==> src/rtl/vanilla_remote_req_arbiter.sv <==
// ---------------------------------------------------------------------------
// vanilla_remote_req_arbiter
//
// Shares the vanilla core's single outgoing remote-request channel between
// the icache miss fetcher and the load/store unit. The block owns the
// endpoint credit counter for that channel. It grants a request only while a
// credit is available, and it breaks ties round-robin. The granted request
// is registered and presented on a valid-only interface. That interface
// feeds the EVA->NPA translation and the packet builder, and it has no
// backpressure. The block also reports fence status, meaning that no
// request is outstanding.
//
// Ports
//   clk_i               in   1                clock
//   reset_i             in   1                synchronous active-high reset
//   ifetch_req_i        in   req_width_p      icache miss request
//   ifetch_v_i          in   1                ifetch request valid
//   ifetch_yumi_o       out  1                ifetch request granted this cycle
//   lsu_req_i           in   req_width_p      load/store/amo request
//   lsu_v_i             in   1                lsu request valid
//   lsu_yumi_o          out  1                lsu request granted this cycle
//   remote_req_o        out  req_width_p      registered granted request
//   remote_req_v_o      out  1                one-cycle valid pulse per grant
//   remote_req_credit_i in   1                one credit returned by endpoint
//   credits_o           out  credit_width_lp  credits currently available
//   fence_done_o        out  1                all credits home, output idle
// ---------------------------------------------------------------------------
module vanilla_remote_req_arbiter #(
   parameter  int req_width_p       = 128,
   parameter  int max_out_credits_p = 32,
   localparam int credit_width_lp   = $clog2(max_out_credits_p + 1)
) (
   input  logic                       clk_i,
   input  logic                       reset_i,
   input  logic [req_width_p-1:0]     ifetch_req_i,
   input  logic                       ifetch_v_i,
   output logic                       ifetch_yumi_o,
   input  logic [req_width_p-1:0]     lsu_req_i,
   input  logic                       lsu_v_i,
   output logic                       lsu_yumi_o,
   output logic [req_width_p-1:0]     remote_req_o,
   output logic                       remote_req_v_o,
   input  logic                       remote_req_credit_i,
   output logic [credit_width_lp-1:0] credits_o,
   output logic                       fence_done_o
);

   // Identity of the most recent winner. It selects who loses the next tie.
   typedef enum logic {
      grant_ifetch_e = 1'b0,
      grant_lsu_e    = 1'b1
   } grant_e;

   localparam logic [credit_width_lp-1:0] max_credits_lp = credit_width_lp'(max_out_credits_p);
   localparam logic [credit_width_lp-1:0] one_credit_lp  = credit_width_lp'(1);
   localparam logic [credit_width_lp-1:0] zero_credit_lp = credit_width_lp'(0);

   grant_e                     last_grant_r;
   grant_e                     last_grant_n_s;
   logic [credit_width_lp-1:0] credits_r;
   logic [credit_width_lp-1:0] credits_n_s;
   logic [req_width_p-1:0]     req_r;
   logic [req_width_p-1:0]     req_n_s;
   logic                       req_v_r;
   logic                       req_v_n_s;
   logic                       can_send_s;
   logic                       ifetch_yumi_s;
   logic                       lsu_yumi_s;
   logic                       grant_s;

   // Grant decision: credit-gated, round-robin on a tie, suppressed in reset.
   // A credit returned in this cycle deliberately plays no part here, which
   // keeps the yumi path free of the credit-return input.
   always_comb begin
      can_send_s    = (credits_r != zero_credit_lp);
      ifetch_yumi_s = 1'b0;
      lsu_yumi_s    = 1'b0;
      if (reset_i || !can_send_s) begin
         ifetch_yumi_s = 1'b0;
         lsu_yumi_s    = 1'b0;
      end else if (ifetch_v_i && lsu_v_i) begin
         if (last_grant_r == grant_lsu_e) begin
            ifetch_yumi_s = 1'b1;
         end else begin
            lsu_yumi_s = 1'b1;
         end
      end else if (ifetch_v_i) begin
         ifetch_yumi_s = 1'b1;
      end else if (lsu_v_i) begin
         lsu_yumi_s = 1'b1;
      end else begin
         ifetch_yumi_s = 1'b0;
         lsu_yumi_s    = 1'b0;
      end
      grant_s = ifetch_yumi_s | lsu_yumi_s;
   end

   // Next-state for the output register and the round-robin pointer.
   always_comb begin
      last_grant_n_s = last_grant_r;
      req_n_s        = req_r;
      req_v_n_s      = grant_s;
      if (ifetch_yumi_s) begin
         last_grant_n_s = grant_ifetch_e;
         req_n_s        = ifetch_req_i;
      end else if (lsu_yumi_s) begin
         last_grant_n_s = grant_lsu_e;
         req_n_s        = lsu_req_i;
      end else begin
         last_grant_n_s = last_grant_r;
         req_n_s        = req_r;
      end
   end

   // Credit counter next-state. A grant and a return in the same cycle
   // cancel out. A return while already full is a protocol error, and the
   // counter saturates instead of wrapping.
   always_comb begin
      credits_n_s = credits_r;
      case ({grant_s, remote_req_credit_i})
         2'b10:   credits_n_s = credits_r - one_credit_lp;
         2'b01: begin
            if (credits_r == max_credits_lp) begin
               credits_n_s = credits_r;
            end else begin
               credits_n_s = credits_r + one_credit_lp;
            end
         end
         default: credits_n_s = credits_r;
      endcase
   end

   // State registers. Reset drops any pending output without sending it and
   // points the round-robin at the LSU, so ifetch wins the first tie.
   always_ff @(posedge clk_i) begin
      if (reset_i) begin
         last_grant_r <= grant_lsu_e;
         credits_r    <= max_credits_lp;
         req_r        <= {req_width_p{1'b0}};
         req_v_r      <= 1'b0;
      end else begin
         last_grant_r <= last_grant_n_s;
         credits_r    <= credits_n_s;
         req_r        <= req_n_s;
         req_v_r      <= req_v_n_s;
      end
   end

   assign ifetch_yumi_o  = ifetch_yumi_s;
   assign lsu_yumi_o     = lsu_yumi_s;
   assign remote_req_o   = req_r;
   assign remote_req_v_o = req_v_r;
   assign credits_o      = credits_r;
   // Fence completes when every credit is home and nothing sits in the
   // output register waiting to leave.
   assign fence_done_o   = (credits_r == max_credits_lp) && !req_v_r;

   vanilla_remote_req_arbiter_chk #(
      .credit_width_lp  (credit_width_lp),
      .max_out_credits_p(max_out_credits_p)
   ) chk (
      .clk          (clk_i),
      .reset        (reset_i),
      .ifetch_yumi  (ifetch_yumi_s),
      .lsu_yumi     (lsu_yumi_s),
      .credits      (credits_r),
      .credit_return(remote_req_credit_i)
   );

endmodule

// ---------------------------------------------------------------------------
// vanilla_remote_req_arbiter_chk
//
// Protocol checker for the arbiter. It contains no logic that synthesis
// keeps.
//
// Ports
//   clk, reset     in  clock and synchronous reset of the arbiter
//   ifetch_yumi    in  ifetch grant
//   lsu_yumi       in  lsu grant
//   credits        in  current credit count
//   credit_return  in  credit returned by the endpoint
// ---------------------------------------------------------------------------
module vanilla_remote_req_arbiter_chk #(
   parameter int credit_width_lp   = 6,
   parameter int max_out_credits_p = 32
) (
   input logic                       clk,
   input logic                       reset,
   input logic                       ifetch_yumi,
   input logic                       lsu_yumi,
   input logic [credit_width_lp-1:0] credits,
   input logic                       credit_return
);

   localparam logic [credit_width_lp-1:0] max_credits_lp = credit_width_lp'(max_out_credits_p);

   a_one_grant: assert property (@(posedge clk) disable iff (reset)
      !(ifetch_yumi && lsu_yumi))
      else $error("arbiter: both yumis high");

   a_no_credit_no_grant: assert property (@(posedge clk) disable iff (reset)
      (credits == {credit_width_lp{1'b0}}) |-> !(ifetch_yumi || lsu_yumi))
      else $error("arbiter: grant with zero credits");

   a_credit_overflow: assert property (@(posedge clk) disable iff (reset)
      !(credit_return && (credits == max_credits_lp) && !(ifetch_yumi || lsu_yumi)))
      else $error("arbiter: credit returned while counter full");

endmodule
==> config.mk <==
export PLATFORM = sky130hd
export DESIGN_NAME = vanilla_remote_req_arbiter
export DESIGN_NICKNAME = d
export VERILOG_FILES = /design/src/rtl/vanilla_remote_req_arbiter.sv
export SDC_FILE = /design/constraint.sdc
export NUM_CORES = 1
export LEC_CHECK = 0
export ABC_CLOCK_PERIOD_IN_PS = 8400
export CORE_ASPECT_RATIO = 0.6
export CORE_MARGIN = 2
export CORE_UTILIZATION = 28
export CTS_BUF_LIST = sky130_fd_sc_hd__clkbuf_8
export DETAILED_ROUTE_END_ITERATION = 8
export SYNTH_ARGS = -nofsm -noshare
export SYNTH_HDL_FRONTEND = slang
export SYNTH_HIERARCHICAL = 1
export SYNTH_SLANG_ARGS = --single-unit
==> constraint.sdc <==
create_clock -name clk_i -period 8.4 [get_ports clk_i]
set_input_delay 2.52 -clock clk_i [delete_from_list [all_inputs] [get_ports clk_i]]
set_output_delay 2.52 -clock clk_i [all_outputs]
set_load 0.005 [all_outputs]
==> results of run 1 <==
[kinds of logic after synthesis]
group                      Yosys count  synth area share
AOI/OAI and AO/OA                  145            0.1768
and+or+nand+nor                    148           0.09668
buffers and inverters               59           0.05017
xor gates and xnor gates             4          0.005712
adders and majority gates            5           0.01142
DFF                                136            0.4438
muxes                              132            0.2154
[metal layers]
metal  vias to the layer above  wire length (um)
met5                         -                13
met4                         2               518
met3                        34              1692
met2                       205              9625
met1                      2497              9298
li1                       3036                 -
[area by class of cell]
type	count	area, um2
Clock buffer	22	302.8
Clock inverter	9	122.6
Fill cell	2009	10580
Inverter	2	7.507
Multi-Input combinational cell	434	3118
Sequential cell	136	2723
Tap cell	279	349.1
Timing Repair Buffer	403	4031
[state kept, by name, indices dropped and copies added, names as in the netlist]
register and flops:
credits_o 6, remote_req_o 128, last_grant_r 1, remote_req_v_o 1
[cell usage in the layout, fill, tap and decap left out, types with 2 or more instances in the layout]
master           instances
buf_4                    5
nor2_1                 137
inv_1                    4
clkbuf_8                22
xnor2_1                  2
bufinv_16                3
a21oi_1                  3
ha_1                     4
dfxtp_1                136
nand3_1                  2
clkinv_2                 2
clkinvlp_4               2
o211ai_1                 2
a211oi_1               128
clkdlybuf4s50_1        397
o21a_1                   3
xor2_1                   2
mux2i_1                132
[metrics by stage]
step | setup WS (ns) | std cells | util | total power, mW
2_1_floorplan | 2.618 | 629 | - | 1.231
3_3_place_gp | 1.704 | 1254 | 0.4816 | 1.659
3_5_place_dp | 1.757 | 1254 | 0.4816 | 1.663
4_1_cts | 1.749 | 1285 | 0.5017 | 2.261
5_1_grt | 1.596 | 1285 | 0.5017 | 2.368
6_report | 1.744 | 1285 | 0.5017 | 2.225
[how the worst max path moves through the flow]
stage	startpoint	endpoint	cells past startpoint
6_report	ifetch_v_i	lsu_yumi_o	3
5_1_grt	ifetch_v_i	lsu_yumi_o	3
4_1_cts	ifetch_v_i	lsu_yumi_o	3
3_5_place_dp	ifetch_v_i	lsu_yumi_o	3
3_3_place_gp	ifetch_v_i	lsu_yumi_o	3
2_1_floorplan	reset_i	lsu_yumi_o	2
[where the power goes]
part           switching [mW]  internal, mW  leakage, nW
registers              0.0708         0.756         1.13
logic                   0.345         0.473         2.50
clock network           0.252         0.329        0.219
[critical path, cell delays in order]
cell and delay (ns):
clkdlybuf4s50_1 0.46, a2111oi_0 0.55, clkdlybuf4s50_1 0.61
==> impl_metrics.toml, run 1 <==
[clock_tree]
clock-root-buffer = "clkbuf_8"
htreeDepth = 4
ctsResizeCount = 0
cts_tree = "built"
cts_setup_buffers = 0
clockBufferDepth = 2
numClockSinks = 136
cts_hold_buf = 0
clk_pin_slew_ns = 0.07
cts_buffers = 17
clk_latency_ns = 0.45

[routing]
vias = 5774
wl_per_cell_um = 16.46
viasPerCell = 4.493
route.detailed.drc = 0
ant_nets = 0
drt-pass1-iter-count = 4
drt_iter0_markers = 195
drt_wl_total_um = 21150

[place]
portBuffers = 398
hpwl_um = 15760
placed_cell_area_mm2 = 0.01023
gp_congestion = 0.7671

[cells_and_area]
nNetsFinal = 1260
diodes = 0
drive_above_1_share = 0.03976
syn_to_final_growth_pct = 73.67
final_area_mm2 = 0.01065

[sta]
max_slew_margin = 0.3586
max_freq_mhz = 150.2
fin_hold_ws_ns = 0.4969
setup_violations = 0
finalClockSkew_ns = 0.008805
finalMaxSlewViolations = 0
rsz0062_at_grt = "no"
post-route-min-period_ns = 6.656
fin_crit_sh = 0.7924
max_slew.worst_pin.slew_ns = 0.9621
setup-tns-final_ns = 0
hold_viol = 0

[global_route]
grt_pass1_wl_um = 32490
grt_util_all_layers = 0.1819
grt_max_degree = 130
grt_use_met1 = 0.2199
antenna_found_initial = 1
grt_busiest_layer = "met2"
overflow = 0
use_met3 = 0.06678
grt_pass1_vias = 5798
grt_use_met2 = 0.2929

[critical_path]
r2r-end = "credits_o[5]"
r2r_cells = 9
rr_startpoint = "credits_o[3]"
ff2ff_setup_slack_ns = 5.10
cp.required_ns = 5.88
cp-end-kind = "output port"
critPathLaunchType = "input pin"
worstPathMaxFanout = 4
critical_path_arrival_ns = 4.14
crit_type = "in -> out"

[die]
fp.dieH_um = 118.7
initial_core_util = 0.2889
rows = 41
dieArea_mm2 = 0.02315
die_x_um = 195.1
coreArea_mm2 = 0.02124
io-pin-count = 399

[hold_path]
hp-start = "remote_req_o[4]"
holdPathStages = 2
hp-class = "reg -> reg"
whs_endpoint = "remote_req_o[4]"

[job]
max_cap_violations = 0

[power_and_ir_drop]
irDropWorstVdd_uv = 115.2
power_density_mw_per_mm2 = 208.8
p_leak_nw = 3.850

[synthesis]
synthesis.area_mm2 = 0.006135
synth_top_cell_area_share = 0.4438
synth_cell_types = 34
synthArstFlopShare = 0
yosys-top-cells-area = "dfxtp_1 44%, mux2i_1 22%, a211oi_1 16%"
yosys.area.top_type = "dfxtp_1"
ys_seq_area_frac = 0.4438
synth-seq-cells = 136
synth_fp_nets = 895
synth.avg_cell_area_um2 = 9.753
synth_edf_count = 0
ys_warn_count = 6
yosysMostFrequentCell = "nor2_1"
ys.flop_type = "dfxtp_1"
ys_top_cells_by_count = "137 x nor2_1, 136 x dfxtp_1, 132 x mux2i_1, 128 x a211oi_1, 40 x clkbuf_1"
syn_inst = 629

[run_status]
status = "completed"
Power figures use the tool's default switching activity.
==> run 2: changes to the inputs <==
--- a/config.mk
+++ b/config.mk
@@ -5,7 +5,7 @@
 export SDC_FILE = /design/constraint.sdc
 export NUM_CORES = 1
 export LEC_CHECK = 0
-export ABC_CLOCK_PERIOD_IN_PS = 8400
+export ABC_CLOCK_PERIOD_IN_PS = 6300
 export CORE_ASPECT_RATIO = 0.6
 export CORE_MARGIN = 2
 export CORE_UTILIZATION = 28
==> constraint.sdc (replaced) <==
create_clock -name clk_i -period 6.3 [get_ports clk_i]
set_input_delay 1.89 -clock clk_i [delete_from_list [all_inputs] [get_ports clk_i]]
set_output_delay 1.89 -clock clk_i [all_outputs]
set_load 0.005 [all_outputs]
==> impl_metrics.toml, run 2 (synthesis gave the netlist of run 1 again) <==
[cells_and_area]
syn_to_final_growth_pct = 73.75
final_common_cell = "clkdlybuf4s50_1"
fill_cells = 2005
seq_area_mm2 = 0.002723
drive_above_1_share = 0.03984
final_cells = 1283
largest_reg_flops = 128
nNetsFinal = 1259
final_cell_mix = "397 x clkdlybuf4s50_1, 137 x nor2_1, 136 x dfxtp_1, 132 x mux2i_1, 128 x a211oi_1"
utilization = 0.5019
diodes = 0
multi_input_area_mm2 = 0.003118

[sta]
finalClockSkew_ns = 0.009938
fin_hold_ws_ns = 0.4977
max_freq_mhz = 185.3
setup_violations = 0
max_slew_margin = 0.3319
post-route-min-period_ns = 5.396
max_slew.worst_pin.slew_ns = 1.002
fin_crit_sh = 0.8565
finalMaxSlewViolations = 0
hold_viol = 0
rsz0062_at_grt = "no"
setup-tns-final_ns = 0
layout_setup_ws_ns = 0.9040

[clock_tree]
clk_latency_ns = 0.44
clk_pin_slew_ns = 0.07
ctsResizeCount = 0
htreeDepth = 4
clock-root-buffer = "clkbuf_8"
clockBufferDepth = 2
cts_buffers = 17
numClockSinks = 136
cts_hold_buf = 0
cts_tree = "built"
cts_setup_buffers = 0

[die]
dieArea_mm2 = 0.02315
fp.dieH_um = 118.7
rows = 41
coreArea_mm2 = 0.02124
io-pin-count = 399
die_x_um = 195.1
initial_core_util = 0.2889

[critical_path]
crit_type = "in -> out"
critical_path_arrival_ns = 3.51
cp-end-kind = "output port"
cp.required_ns = 4.41
worstPathMaxFanout = 4
critPathLaunchType = "input pin"

[routing]
drt-pass1-iter-count = 4
drt_wl_total_um = 21310
ant_nets = 0
viasPerCell = 4.509
wl_per_cell_um = 16.61
vias = 5785
route.detailed.drc = 0
drt_iter0_markers = 162

[place]
hpwl_um = 15800
portBuffers = 398
placedCellCount = 1253
gp_congestion = 0.7854
place_worst_setup_slack_ns = 0.9293

[global_route]
antenna_found_initial = 1
overflow = 0
grt_max_degree = 153
grt_pass1_wl_um = 33230
grt_util_all_layers = 0.1850
grt_pass1_vias = 5819

[power_and_ir_drop]
irDropWorstVdd_uv = 183.3
p_leak_nw = 3.844
power_density_mw_per_mm2 = 279.2

[run_status]
status = "completed"

[job]
max_cap_violations = 0

[hold_path]
hp-class = "reg -> reg"
run 2: routing by layer:
metal  wire [um]  track usage  vias up
met5          13            0        -
met4         298      0.05248        2
met3        1680      0.06792       25
met2        9805       0.3025      209
met1        9509       0.2283     2518
li1            -            -     3031
run 2: report_power, final:
part           switching (mW)  internal [mW]  leakage (nW)
clock                   0.346          0.438         0.214
sequential             0.0927           1.01          1.13
combinational           0.463          0.629          2.50
total                   0.902           2.07          3.84
run 2: per-stage QoR:
step                      area, um2  total power, mW
final                         10660            2.976
after global routing          10660            3.178
after CTS                     10660            3.027
after detailed placement      10230            2.221
after global placement        10230            2.213
after floorplan                6135            1.641
run 2: layout make-up:
type / count / share of cell area
Inverter: 2 / 0.0007043
Tap cell: 279 / 0.03275
Clock buffer: 18 / 0.02324
Clock inverter: 12 / 0.01667
Multi-Input combinational cell: 434 / 0.2925
Sequential cell: 136 / 0.2554
Timing Repair Buffer: 402 / 0.3787
run 2: critical path, cell delays in order:
cell and delay, ns:
clkdlybuf4s50_1 0.46, a2111oi_0 0.55, clkdlybuf4s50_1 0.61
run 2: worst paths after layout:
kind               startpoint               end  slack, ns  cells past startpoint
max                ifetch_v_i        lsu_yumi_o       0.90                      3
min          remote_req_o[48]  remote_req_o[48]       0.50                      2
max reg2reg      credits_o[3]      credits_o[5]       3.07                      9
min reg2reg  remote_req_o[48]  remote_req_o[48]       0.50                      2
==> run 3: changes to the inputs <==
--- a/config.mk
+++ b/config.mk
@@ -13,5 +13,4 @@
 export DETAILED_ROUTE_END_ITERATION = 8
 export SYNTH_ARGS = -nofsm -noshare
 export SYNTH_HDL_FRONTEND = slang
-export SYNTH_HIERARCHICAL = 1
 export SYNTH_SLANG_ARGS = --single-unit
==> constraint.sdc (replaced) <==
create_clock -name clk_i -period 6.3 [get_ports clk_i]
set_input_delay 1.89 -clock clk_i [delete_from_list [all_inputs] [get_ports clk_i]]
set_output_delay 1.89 -clock clk_i [all_outputs]
set_load 0.05 [all_outputs]
==> impl_metrics.toml, run 3 <==
[critical_path]
crit_type = "in -> out"
cp.required_ns = 4.41
critPathLaunchType = "input pin"
ff2ff_setup_slack_ns = 3.07
worstPathMaxFanout = 4
cp-end-kind = "output port"
critical_path_arrival_ns = 3.74

[die]
fp.dieH_um = 118.7
io-pin-count = 399
coreArea_mm2 = 0.02124
die_x_um = 195.1
initial_core_util = 0.2889
dieArea_mm2 = 0.02315
rows = 41

[sta]
max_freq_mhz = 177.8
post-route-min-period_ns = 5.625
max_slew.worst_pin.slew_ns = 1.166
hold_viol = 0
setup-tns-final_ns = 0
rsz0062_at_grt = "no"
setup_violations = 0
finalMaxSlewViolations = 0
fin_crit_sh = 0.8929
finalClockSkew_ns = 0.01927
max_slew_margin = 0.2230

[synthesis]
synth_edf_count = 0
yosysMostFrequentCell = "nor2_1"
syn_inst = 629
synth.avg_cell_area_um2 = 9.753
synthesis.area_mm2 = 0.006135
ys_seq_area_frac = 0.4438
synth-seq-cells = 136
synth_fp_nets = 895
ys.flop_type = "dfxtp_1"
ys_warn_count = 0
yosys.area.top_type = "dfxtp_1"
yosys-top-cells-area = "dfxtp_1 44%, mux2i_1 22%, a211oi_1 16%"
synth_top_cell_area_share = 0.4438
synth_cell_types = 34
synthArstFlopShare = 0
ys_top_cells_by_count = "137 x nor2_1, 136 x dfxtp_1, 132 x mux2i_1, 128 x a211oi_1, 40 x clkbuf_1"

[power_and_ir_drop]
power_density_mw_per_mm2 = 322.4
power.internal_mw = 1.996
combPwrFrac = 0.468
p_sw_mw = 1.438
p_seq_frac = 0.322
p_leak_nw = 3.837
switching_share = 0.4188
p_clk_frac = 0.210
irDropWorstVdd_uv = 138.3
finalPower_mw = 3.434

[cells_and_area]
drive_above_1_share = 0.04071
diodes = 0
syn_to_final_growth_pct = 73.65
final_cell_mix = "396 x clkdlybuf4s50_1, 137 x nor2_1, 136 x dfxtp_1, 132 x mux2i_1, 128 x a211oi_1"
nNetsFinal = 1260
largest_reg_flops = 128
final_common_cell = "clkdlybuf4s50_1"

[clock_tree]
ctsResizeCount = 0
clk_pin_slew_ns = 0.07
htreeDepth = 4
clk_latency_ns = 0.43
clock-root-buffer = "clkbuf_8"
cts_buffers = 17
clockBufferDepth = 2
cts_hold_buf = 0
cts_tree = "built"
cts_setup_buffers = 0
numClockSinks = 136

[routing]
drt_iter0_markers = 209
ant_nets = 0
viasPerCell = 4.560
wl_per_cell_um = 17.05
route.detailed.drc = 0
drt_wl_total_um = 21920
vias = 5864
drt-pass1-iter-count = 4

[place]
gp_congestion = 0.7545
portBuffers = 398
hpwl_um = 16320

[global_route]
grt_pass1_wl_um = 33270
grt_pass1_vias = 5721
grt_util_all_layers = 0.1855
overflow = 0
antenna_found_initial = 0
grt_max_degree = 130

[hold_path]
hp-class = "reg -> reg"

[job]
max_cap_violations = 0

[run_status]
status = "completed"
-- run 3: cell counts after synthesis --
No cell type changed its count.
-- run 3: per-layer routing --
metal / global-route usage / wire length [um]
met1: 0.2277 / 9507
met4: 0.03674 / 174
met3: 0.07249 / 1798
met5: 0 / 0
met2: 0.3089 / 10440
-- run 3: kinds of logic (layout without fill, tap and decap cells) --
group,count (synthesis),after routing,synth area share
XOR/XNOR,4,4,0.005712
multiplexers,132,132,0.2154
AND/OR/NAND/NOR,148,148,0.09668
flip-flops,136,136,0.4438
adder cells (fa/ha/maj),5,5,0.01142
buffers and inverters,59,437,0.05017
AO/OA/AOI/OAI,145,145,0.1768
-- run 3: worst max-delay path, cell delays in order --
cell and delay, ns:
clkdlybuf4s50_1 0.46, a2111oi_1 0.49, clkdlybuf4s50_1 0.89
-- run 3: path summary, 6_finish.rpt --
path	depth (start not counted)	startpoint	to
hold reg to reg	2	remote_req_o[72]	remote_req_o[72]
hold / removal	2	remote_req_o[72]	remote_req_o[72]
setup reg to reg	9	credits_o[3]	credits_o[5]
setup / recovery	3	ifetch_v_i	lsu_yumi_o
-- run 3: cell type report --
type | count | area (um2)
clock buffers | 17 | 234.0
repair buffers | 403 | 4066
multi-input cells | 434 | 3119
clock inverters | 15 | 153.9
inverters | 2 | 7.507
fillers | 2017 | 10590
flip-flops and latches | 136 | 2723
well taps | 279 | 349.1
-- run 3: power by group through the flow --
| stage | Clock, mW | Sequential, mW | Combinational, mW |
|---|---|---|---|
| after floorplan | 0 | 1.61 | 0.534 |
| after global placement | 0 | 1.12 | 1.61 |
| after detailed placement | 0 | 1.12 | 1.61 |
| after CTS | 0.757 | 1.11 | 1.62 |
| after global routing | 0.793 | 1.13 | 1.71 |
| final | 0.723 | 1.10 | 1.61 |
-- run 3: metrics by stage --
| stage | hold slack [ns] | area, um2 | worst slack, ns | utilization | std cells |
|---|---|---|---|---|---|
| after floorplan | 0.4729 | 6136 | 0.4529 | - | 629 |
| after global placement | 0.4853 | 10260 | 0.6879 | 0.4833 | 1254 |
| after detailed placement | 0.4899 | 10260 | 0.6910 | 0.4833 | 1254 |
| after CTS | 0.5012 | 10650 | 0.6823 | 0.5016 | 1286 |
| after global routing | 0.5197 | 10650 | 0.6300 | 0.5016 | 1286 |
| final | 0.4987 | 10650 | 0.6749 | 0.5016 | 1286 |
